**src/rtl/alarm_pkg.sv**
```systemverilog
// Shared types and constants for the alarm sequencer and its BCD helpers.
package alarm_pkg;
   typedef enum logic [2:0] {IDLE, SET_HOUR, SET_MIN, RINGING, SNOOZE} alm_state_e;
   typedef logic [7:0] bcd2_t;
   localparam bcd2_t BCD_HOUR_MAX = 8'h23;
   localparam bcd2_t BCD_MIN_MAX  = 8'h59;
endpackage

```
**src/rtl/alarm_bcd2_inc.sv**
```systemverilog
// Two-digit BCD incrementer that wraps to 00 once the value reaches MAX.
module bcd2_inc
   import alarm_pkg::*;
#(
   parameter bcd2_t MAX = BCD_MIN_MAX
) (
   input  logic [7:0] i_bcd,
   output logic [7:0] o_bcd
);
   always_comb begin
      if (i_bcd == MAX)
         o_bcd = 8'h00;
      else if (i_bcd[3:0] == 4'd9)
         o_bcd = {i_bcd[7:4] + 4'd1, 4'd0};
      else
         o_bcd = {i_bcd[7:4], i_bcd[3:0] + 4'd1};
   end
endmodule

```
**src/rtl/alarm_sequencer.sv**
```systemverilog
// Alarm controller: holds the BCD alarm time, runs button-driven editing and
// sequences the ring / snooze cycle with a gated buzzer tone.
module alarm_sequencer
   import alarm_pkg::*;
#(
   parameter logic [7:0] ALM_RST_H  = 8'h06,
   parameter logic [7:0] ALM_RST_M  = 8'h30,
   parameter int         RING_SECS  = 60,
   parameter int         SNOOZE_MIN = 5,
   parameter int         EDIT_TO    = 10,
   parameter int         TONE_DIV   = 4
) (
   input  logic        clk_in,
   input  logic        reset,
   input  logic        tick_1hz,
   input  logic        btn_set,
   input  logic        btn_inc,
   input  logic        btn_snooze,
   input  logic        alarm_en,
   input  logic [15:0] cur_time,
   input  logic        cur_sec_zero,
   output logic [15:0] alm_time,
   output logic        edit_hour,
   output logic        edit_min,
   output logic        ringing,
   output logic        snoozing,
   output logic        buzzer
);
   localparam int            TW          = $clog2(TONE_DIV) + 1;
   localparam logic [9:0]    SNOOZE_LOAD = 10'(SNOOZE_MIN * 60);
   localparam logic [7:0]    RING_LAST   = 8'(RING_SECS - 1);
   localparam logic [5:0]    EDIT_LAST   = 6'(EDIT_TO - 1);
   localparam logic [TW-1:0] TONE_LAST   = TW'(TONE_DIV - 1);

   alm_state_e    r_state;
   logic [7:0]    r_alm_h, r_alm_m;
   logic [5:0]    r_edit_cnt;
   logic [7:0]    r_ring_cnt;
   logic [9:0]    r_snooze_cnt;
   logic [TW-1:0] r_tone_div;
   logic          r_tone;
   logic          r_edit_hour, r_edit_min, r_ringing, r_snoozing, r_buzzer;

   alm_state_e    w_state_next;
   logic [7:0]    w_alm_h_next, w_alm_m_next;
   logic [5:0]    w_edit_cnt_next;
   logic [7:0]    w_ring_cnt_next;
   logic [9:0]    w_snooze_cnt_next;
   logic [TW-1:0] w_tone_div_next;
   logic          w_tone_next;
   logic [7:0]    w_hour_inc, w_min_inc;
   logic          w_any_btn, w_match;

   bcd2_inc #(.MAX(BCD_HOUR_MAX)) u_hour_inc (.i_bcd(r_alm_h), .o_bcd(w_hour_inc));
   bcd2_inc #(.MAX(BCD_MIN_MAX))  u_min_inc  (.i_bcd(r_alm_m), .o_bcd(w_min_inc));

   assign w_any_btn = btn_set | btn_inc | btn_snooze;
   assign w_match   = alarm_en & tick_1hz & cur_sec_zero & (cur_time == {r_alm_h, r_alm_m});

   always_comb begin
      w_state_next      = r_state;
      w_alm_h_next      = r_alm_h;
      w_alm_m_next      = r_alm_m;
      w_edit_cnt_next   = r_edit_cnt;
      w_ring_cnt_next   = r_ring_cnt;
      w_snooze_cnt_next = r_snooze_cnt;
      w_tone_div_next   = r_tone_div;
      w_tone_next       = r_tone;
      case (r_state)
         IDLE: begin
            if (btn_set) begin
               w_state_next    = SET_HOUR;
               w_edit_cnt_next = 6'd0;
            end else if (w_match) begin
               w_state_next    = RINGING;
               w_ring_cnt_next = 8'd0;
               w_tone_div_next = '0;
               w_tone_next     = 1'b0;
            end
         end
         SET_HOUR, SET_MIN: begin
            if (w_any_btn)
               w_edit_cnt_next = 6'd0;
            if (btn_set) begin
               w_state_next = (r_state == SET_HOUR) ? SET_MIN : IDLE;
            end else if (btn_inc && !btn_snooze) begin
               if (r_state == SET_HOUR)
                  w_alm_h_next = w_hour_inc;
               else
                  w_alm_m_next = w_min_inc;
            end else if (tick_1hz && !btn_snooze) begin
               w_edit_cnt_next = r_edit_cnt + 6'd1;
               if (r_edit_cnt == EDIT_LAST)
                  w_state_next = IDLE;
            end
         end
         RINGING: begin
            if (btn_set || !alarm_en) begin
               w_state_next = IDLE;
            end else if (btn_snooze) begin
               w_state_next      = SNOOZE;
               w_snooze_cnt_next = SNOOZE_LOAD;
            end else begin
               // Tone keeps running across second boundaries; ring_cnt[0] only gates it.
               if (r_tone_div == TONE_LAST) begin
                  w_tone_div_next = '0;
                  w_tone_next     = ~r_tone;
               end else begin
                  w_tone_div_next = r_tone_div + 1'b1;
               end
               if (tick_1hz) begin
                  if (r_ring_cnt == RING_LAST)
                     w_state_next = IDLE;
                  else
                     w_ring_cnt_next = r_ring_cnt + 8'd1;
               end
            end
         end
         SNOOZE: begin
            if (btn_set || !alarm_en) begin
               w_state_next = IDLE;
            end else if (tick_1hz) begin
               if (r_snooze_cnt == 10'd1) begin
                  w_state_next    = RINGING;
                  w_ring_cnt_next = 8'd0;
                  w_tone_div_next = '0;
                  w_tone_next     = 1'b0;
               end else begin
                  w_snooze_cnt_next = r_snooze_cnt - 10'd1;
               end
            end
         end
         default: w_state_next = IDLE;
      endcase
   end

   // Flags are registered from the next state so they track the state register exactly.
   always_ff @(posedge clk_in or posedge reset) begin
      if (reset) begin
         r_state      <= IDLE;
         r_alm_h      <= ALM_RST_H;
         r_alm_m      <= ALM_RST_M;
         r_edit_cnt   <= 6'd0;
         r_ring_cnt   <= 8'd0;
         r_snooze_cnt <= 10'd0;
         r_tone_div   <= '0;
         r_tone       <= 1'b0;
         r_edit_hour  <= 1'b0;
         r_edit_min   <= 1'b0;
         r_ringing    <= 1'b0;
         r_snoozing   <= 1'b0;
         r_buzzer     <= 1'b0;
      end else begin
         r_state      <= w_state_next;
         r_alm_h      <= w_alm_h_next;
         r_alm_m      <= w_alm_m_next;
         r_edit_cnt   <= w_edit_cnt_next;
         r_ring_cnt   <= w_ring_cnt_next;
         r_snooze_cnt <= w_snooze_cnt_next;
         r_tone_div   <= w_tone_div_next;
         r_tone       <= w_tone_next;
         r_edit_hour  <= (w_state_next == SET_HOUR);
         r_edit_min   <= (w_state_next == SET_MIN);
         r_ringing    <= (w_state_next == RINGING);
         r_snoozing   <= (w_state_next == SNOOZE);
         r_buzzer     <= (w_state_next == RINGING) && !w_ring_cnt_next[0] && w_tone_next;
      end
   end

   assign alm_time  = {r_alm_h, r_alm_m};
   assign edit_hour = r_edit_hour;
   assign edit_min  = r_edit_min;
   assign ringing   = r_ringing;
   assign snoozing  = r_snoozing;
   assign buzzer    = r_buzzer;
endmodule

```
**config.mk**
```make
export PLATFORM = sky130hd
export DESIGN_NAME = alarm_sequencer
export DESIGN_NICKNAME = d
export VERILOG_FILES = /design/src/rtl/alarm_pkg.sv /design/src/rtl/alarm_bcd2_inc.sv /design/src/rtl/alarm_sequencer.sv
export SDC_FILE = /design/constraint.sdc
export NUM_CORES = 1
export LEC_CHECK = 0
export CAP_MARGIN = 20
export CORE_MARGIN = 2
export CORE_UTILIZATION = 59
export CTS_CLUSTER_DIAMETER = 40
export DETAILED_ROUTE_END_ITERATION = 6
export PLACE_DENSITY = 0.87
export SYNTH_ARGS = -nofsm -noshare
export SYNTH_HDL_FRONTEND = slang
export SYNTH_SLANG_ARGS = --single-unit
```
**constraint.sdc**
```tcl
create_clock -name clk_in -period 3.7 [get_ports clk_in]
set_clock_uncertainty 0.15 [all_clocks]
set_input_delay 0.37 -clock clk_in [delete_from_list [all_inputs] [get_ports clk_in]]
set_output_delay 0.37 -clock clk_in [all_outputs]
set_load 0.1 [all_outputs]
```
# [Yosys cells after proc, flatten, opt, wreduce, memory -nomap -nowiden]
# Cells that the tools add are included.
[op_classes] n_addsub=8 bitwise_logic=8 eq_ne=29 mux=59 reduce_logical=23
[ops] operator="$mux 8" count=13
[ops] operator="$mux 3" count=21
[ops] operator="$mux 10" count=5
[ops] operator="$mux 6" count=5
[ops] operator="$ne 2x2->1 const B" count=12
[ops] operator="$pmux 8 s3" count=1
[ops] operator="$pmux 10 s2" count=1
[ops] operator="$add 4x1->4 const B" count=4
[ops] operator="$eq 16x16->1" count=1
[ops] operator="$eq 8x6->1 const B" count=2
[ops] operator="$eq 3x2->1 const B" count=5
[ops] operator="$pmux 3 s4" count=1
[ops] operator="$pmux 6 s2" count=1
[ops] operator="$eq 10x1->1 const B" count=1
[ops] operator="$reduce_and 10->1" count=1
[ops] operator="$reduce_and 5->1" count=2
[ops] operator="$sub 10x1->10 const B" count=1
[ops] operator="$pmux 3 s3" count=1
[ops] operator="$add 8x1->8 const B" count=1
[ops] operator="$eq 4x4->1 const B" count=2
[ops] operator="$eq 8x7->1 const B" count=1
[ops] operator="$mux 1" count=8
[ops] operator="$reduce_and 4->1" count=2
[ops] operator="$reduce_and 8->1" count=1
[ops] operator="other kinds (19)" count=34
[word_totals] in_bits=24 word_cells=143 register_bits=52 out_inout_bits=21

# [Longest topological paths before layout]
[logic_depth] depth_word=9 ltp_mapped=9 depth_no_buf=9

# [Modules after synthesis]
# Synthesis repeated with hierarchy kept, for this count alone.
[unflattened] cells_unflattened=337 hier_area_um2=3283.1
[modules_own_cells] mod="alarm_sequencer" instances=1 seq_area_each_um2=1306.3 cells_each=285 area_each_um2=2901.5
[modules_own_cells] mod="bcd2_inc (u_min_inc)" instances=1 seq_area_each_um2=0.0 cells_each=25 area_each_um2=191.4
[modules_own_cells] mod="bcd2_inc (u_hour_inc)" instances=1 seq_area_each_um2=0.0 cells_each=27 area_each_um2=190.2

# [Worst setup path after synthesis]
# No wires, ideal clock.
[synth_timing] path_type="reg2reg" from="register r_alm_h[2]" to="register r_ring_cnt[3]" path_slack_ns=0.941 synth_period_minus_slack_ns=2.759 t_arrival_ns=2.456 path_stages_with_launch=8 setup_ns=0.153 n_path_buf=1 required_ns=3.397 path_cell_list="dfstp_2 -> clkbuf_1 -> xnor2_1 -> nand4_1 -> nor4_1 -> a21oi_1 -> o31ai_2 -> a41oi_1"
[synth_between] elab_chain_len=4
[synth_lines] element="start: declaration" line="alarm_sequencer.sv:36" source="logic [7:0] r_alm_h, r_alm_m;"
[synth_lines] element="start signal: assignment" line="alarm_sequencer.sv:155" source="r_alm_h <= w_alm_h_next;"
[synth_lines] element="$eq 16x16->1" line="alarm_sequencer.sv:58" source="assign w_match = alarm_en & tick_1hz & cur_sec_zero & (cur_time == {r_alm_h, r_alm_m});"
[synth_lines] element="$and 1x1->1" line="alarm_sequencer.sv:58"
[synth_lines] element="$ne 2x2->1 (no source line)"
[synth_lines] element="$reduce_and 10->1 (no source line)"
[synth_lines] element="end signal: assignment" line="alarm_sequencer.sv:158" source="r_ring_cnt <= w_ring_cnt_next;"
[synth_lines] element="end: declaration" line="alarm_sequencer.sv:38" source="logic [7:0] r_ring_cnt;"
# No other way between the ends.
# A chain may end at the register's enable or synchronous reset.

# [Final worst setup path]
# Same ends and word-level chain as after synthesis.

==> results by group <==
Synthesis
  – Count leader, synth: dfrtp_1
  – Seq/Total Area, Yosys: 40.7%
  – Top_reg_cell synth: dfrtp_1
  – Syn_nets: 397
  – Top cells by area, synth: dfrtp_1, ha_1, xnor2_1
  – Top cells by count, synth: dfrtp_1, nand2_1, o21ai_0
  – Post-synthesis compound-gate area fraction: 18.4%
  – Yosys warning total: 0
  – Mapped Area: 3210 sq um
  – Post-Synth XOR/XNOR Area: around 6.5%
  – Synth async-reset ratio: 100%
  – Distinct cells, synth: 53
  – Post-Synth Adder-Cell Area: 5.45%
  – Cell taking the most area after synthesis: dfrtp_1
  – Synth Register Bits: 52
  – Post-synthesis mux area share: 0.662%
  – Number of synthesized flops with an enable pin: 0
  – Mapped Cells: ~360
  – Largest family of logic cells by synthesized area: simple AND/OR/NAND/NOR gates
  – Top-area cell type share of the netlist area: 37.4%
  – Simple-Gate Fraction of Synth Area: approximately a quarter
  – Mean Syn Cell Area: 8.95 sq um

Floorplanning
  – Initial Utilization: 62.1%
  – Core area: 5170 sq um
  – IO Count: 45
  – Die Ht: ~78 microns
  – Die Width: 77.8 microns
  – Die area: slightly above 6000 sq um
  – Cell row count: 26

Global routing
  – GRT Total Usage: 26.5%
  – Largest net degree at the start of global routing: 53
  – Initial antenna violation count: 0
  – GRT overflow: 0
  – First-pass GRT wire length: 12,900 microns
  – Vias in the first global route: 2,754

Clock network
  – Htree depth: 2
  – Resized cells post-CTS: 0
  – Total CTS buffers: 5
  – Worst-Skew Late Latency: roughly 0.31 ns
  – CTS Hold Bufs: 0
  – Maximum clock path buffer count: 2
  – Clock root buffer: clkbuf_8
  – Post-CTS Setup Inserts: 0
  – Reg clk slew, reported paths: 0.09 ns
  – TritonCTS clock tree: built
  – # clock sinks: 52

Job
  – Max-cap viol count: 0

Timing
  – Final-report setup violation count: 0
  – Fin crit share: 72.8%
  – Fmax: around 0.37 GHz
  – Slew HR: approximately a third
  – Hold Vio Cnt, Final: 0
  – Unrepaired setup endpoints after global routing: false
  – PnR worst setup slack: 1.01 ns
  – Worst-Margin Slew: 1.01 ns
  – Post-Route Setup TNS: 0 ns
  – Final worst path period need: between 2 and 3 ns
  – Max Slew Vio Count: 0

Setup path
  – CP Capture Type: flop
  – Buf/Inv on CP: 0
  – CP delay by family, top: compound AO/OA/AOI/OAI gates
  – Critical Path Source: r_alm_h[2]$_DFFE_PP1P_
  – Crit path launch type: flop
  – Crit-path max cell delay: around 0.63 ns
  – Crit path kind: reg -> reg
  – Slowest cell on crit path: dfstp_2
  – Crit-path cells: xnor2_1, nand4_1, nor4_1, a21oi_1, o31ai_2, a41oi_1
  – Crit-path max FO: 8
  – RR Startpoint: r_alm_h[2]$_DFFE_PP1P_
  – CP arrival: 2.69 ns
  – CP required: roughly 3.7 ns

Final layout
  – Layout cells sized above 1: 6.47%
  – Area Growth Syn to Fin: 18.7%
  – Cell Count, Final, Fillers Out: 472
  – Nets: 439
  – ANT cells: 0

Detailed routing
  – DR pass1 iterations: 5
  – WL final: between 7000 and 8000 microns
  – Routed WL per cell: ~16 microns
  – Vias per cell: 6.03
  – DRC viols: 0
  – DR vias: 2,845
  – Initial drt markers: about 290
  – Final ANT Viol Nets: 0

Power
  – Power Total: 2.30 mW
  – Worst vdd ir: about 450 uV
  – P per Cell Area: between 600 and 700 nW/um^2
  – Leakage: 1.61 nW

Worst hold path
  – Worst hold path class: in -> async

Place
  – Pre-CTS setup slack: 0.808 ns
  – Port Buf Inserts: 44
  – Hpwl dp: between 5000 and 6000 microns
  – GPL Wtd Cong: roughly 0.9
  – Placed cells: 463

Status
  – Run status: finished clean
routing by layer:
layer  GRT usage, %  part of all wire (%)  up-vias
met1           34.9                    44     1348
met3           4.42                   4.9       17
met2           44.7                    49      112
li1               -                     -     1368
met5              0                     0        -
met4           8.57                   2.0        0
cells by family after synthesis:
family          after synthesis
buf+inv                      33
flops                        52
fa+ha+maj                    14
simple gates                145
compound gates               89
mux                           2
xor+xnor                     24
per-stage QoR:
stage / util (%) / cell area, sq um / hold slack, ns
after detailed placement: 71.6 / 3700 / 0.340
after CTS: 73.3 / 3790 / 0.358
final: 73.7 / 3810 / 0.124
after global placement: 71.6 / 3700 / 0.328
after global routing: 73.7 / 3810 / 0.138
after floorplan: - / 3210 / 0.306
final cells by class:
cell class	instances	area, sq um
clock buffer	8	90.1
fill	353	1360
inverter	22	82.6
multi-input combinational	274	1780
sequential	52	1310
tap	70	87.6
timing repair buffer	46	468
state kept, by name (all words and copies together), names as in the netlist:
name / cells
r_snooze_cnt: 10
r_alm_h: 8
r_alm_m: 8
r_ring_cnt: 8
r_edit_cnt: 6
r_state: 3
r_tone_div: 3
buzzer: 1
edit_hour: 1
edit_min: 1
r_tone: 1
ringing: 1
snoozing: 1
path summary, 6_finish.rpt:
check | to | slack, ns | depth (start not counted)
min in group clk_in | r_tone_div[0]$_DFFE_PP0P_ | 0.35 | 1
hold / removal | r_snooze_cnt[0]$_DFFE_PP0P_ | 0.12 | 2
max in group asynchronous | r_alm_h[1]$_DFFE_PP1P_ | 2.73 | 3
setup / recovery | r_ring_cnt[3]$_DFFE_PP0P_ | 1.01 | 6
hold reg to reg | r_tone_div[0]$_DFFE_PP0P_ | 0.35 | 1
setup reg to reg | r_ring_cnt[3]$_DFFE_PP0P_ | 1.01 | 6
power breakdown:
part           total (mW)  switching, mW  internal (mW)
combinational        1.10          0.745          0.350
clock               0.336          0.183          0.153
sequential          0.865          0.168          0.697
cells in the final DEF, fill, tap and decap left out, types with 3 or more instances in the layout:
cell and count:
a31oi_1 7, o22ai_1 3, o31ai_1 4, a21oi_1 16
xnor2_1 19, xor2_1 5, nor4_1 3, nand2b_1 6
dfstp_2 4, a41oi_1 5, dfrtp_1 48, nand3b_1 4
a21o_1 4, a21boi_0 3, nor3_1 16, inv_1 21
clkdlybuf4s50_1 44, or3_1 3, o21ai_0 26, nor3b_1 4
o211ai_1 3, a22o_1 4, clkbuf_8 6, nor2b_1 5
a22oi_1 3, nand4_1 6, ha_1 14, nand3_1 12
nor2_1 25, nand2_1 37, and2_1 5, and3_1 6
No activity file was read; power rests on OpenSTA's default activity.
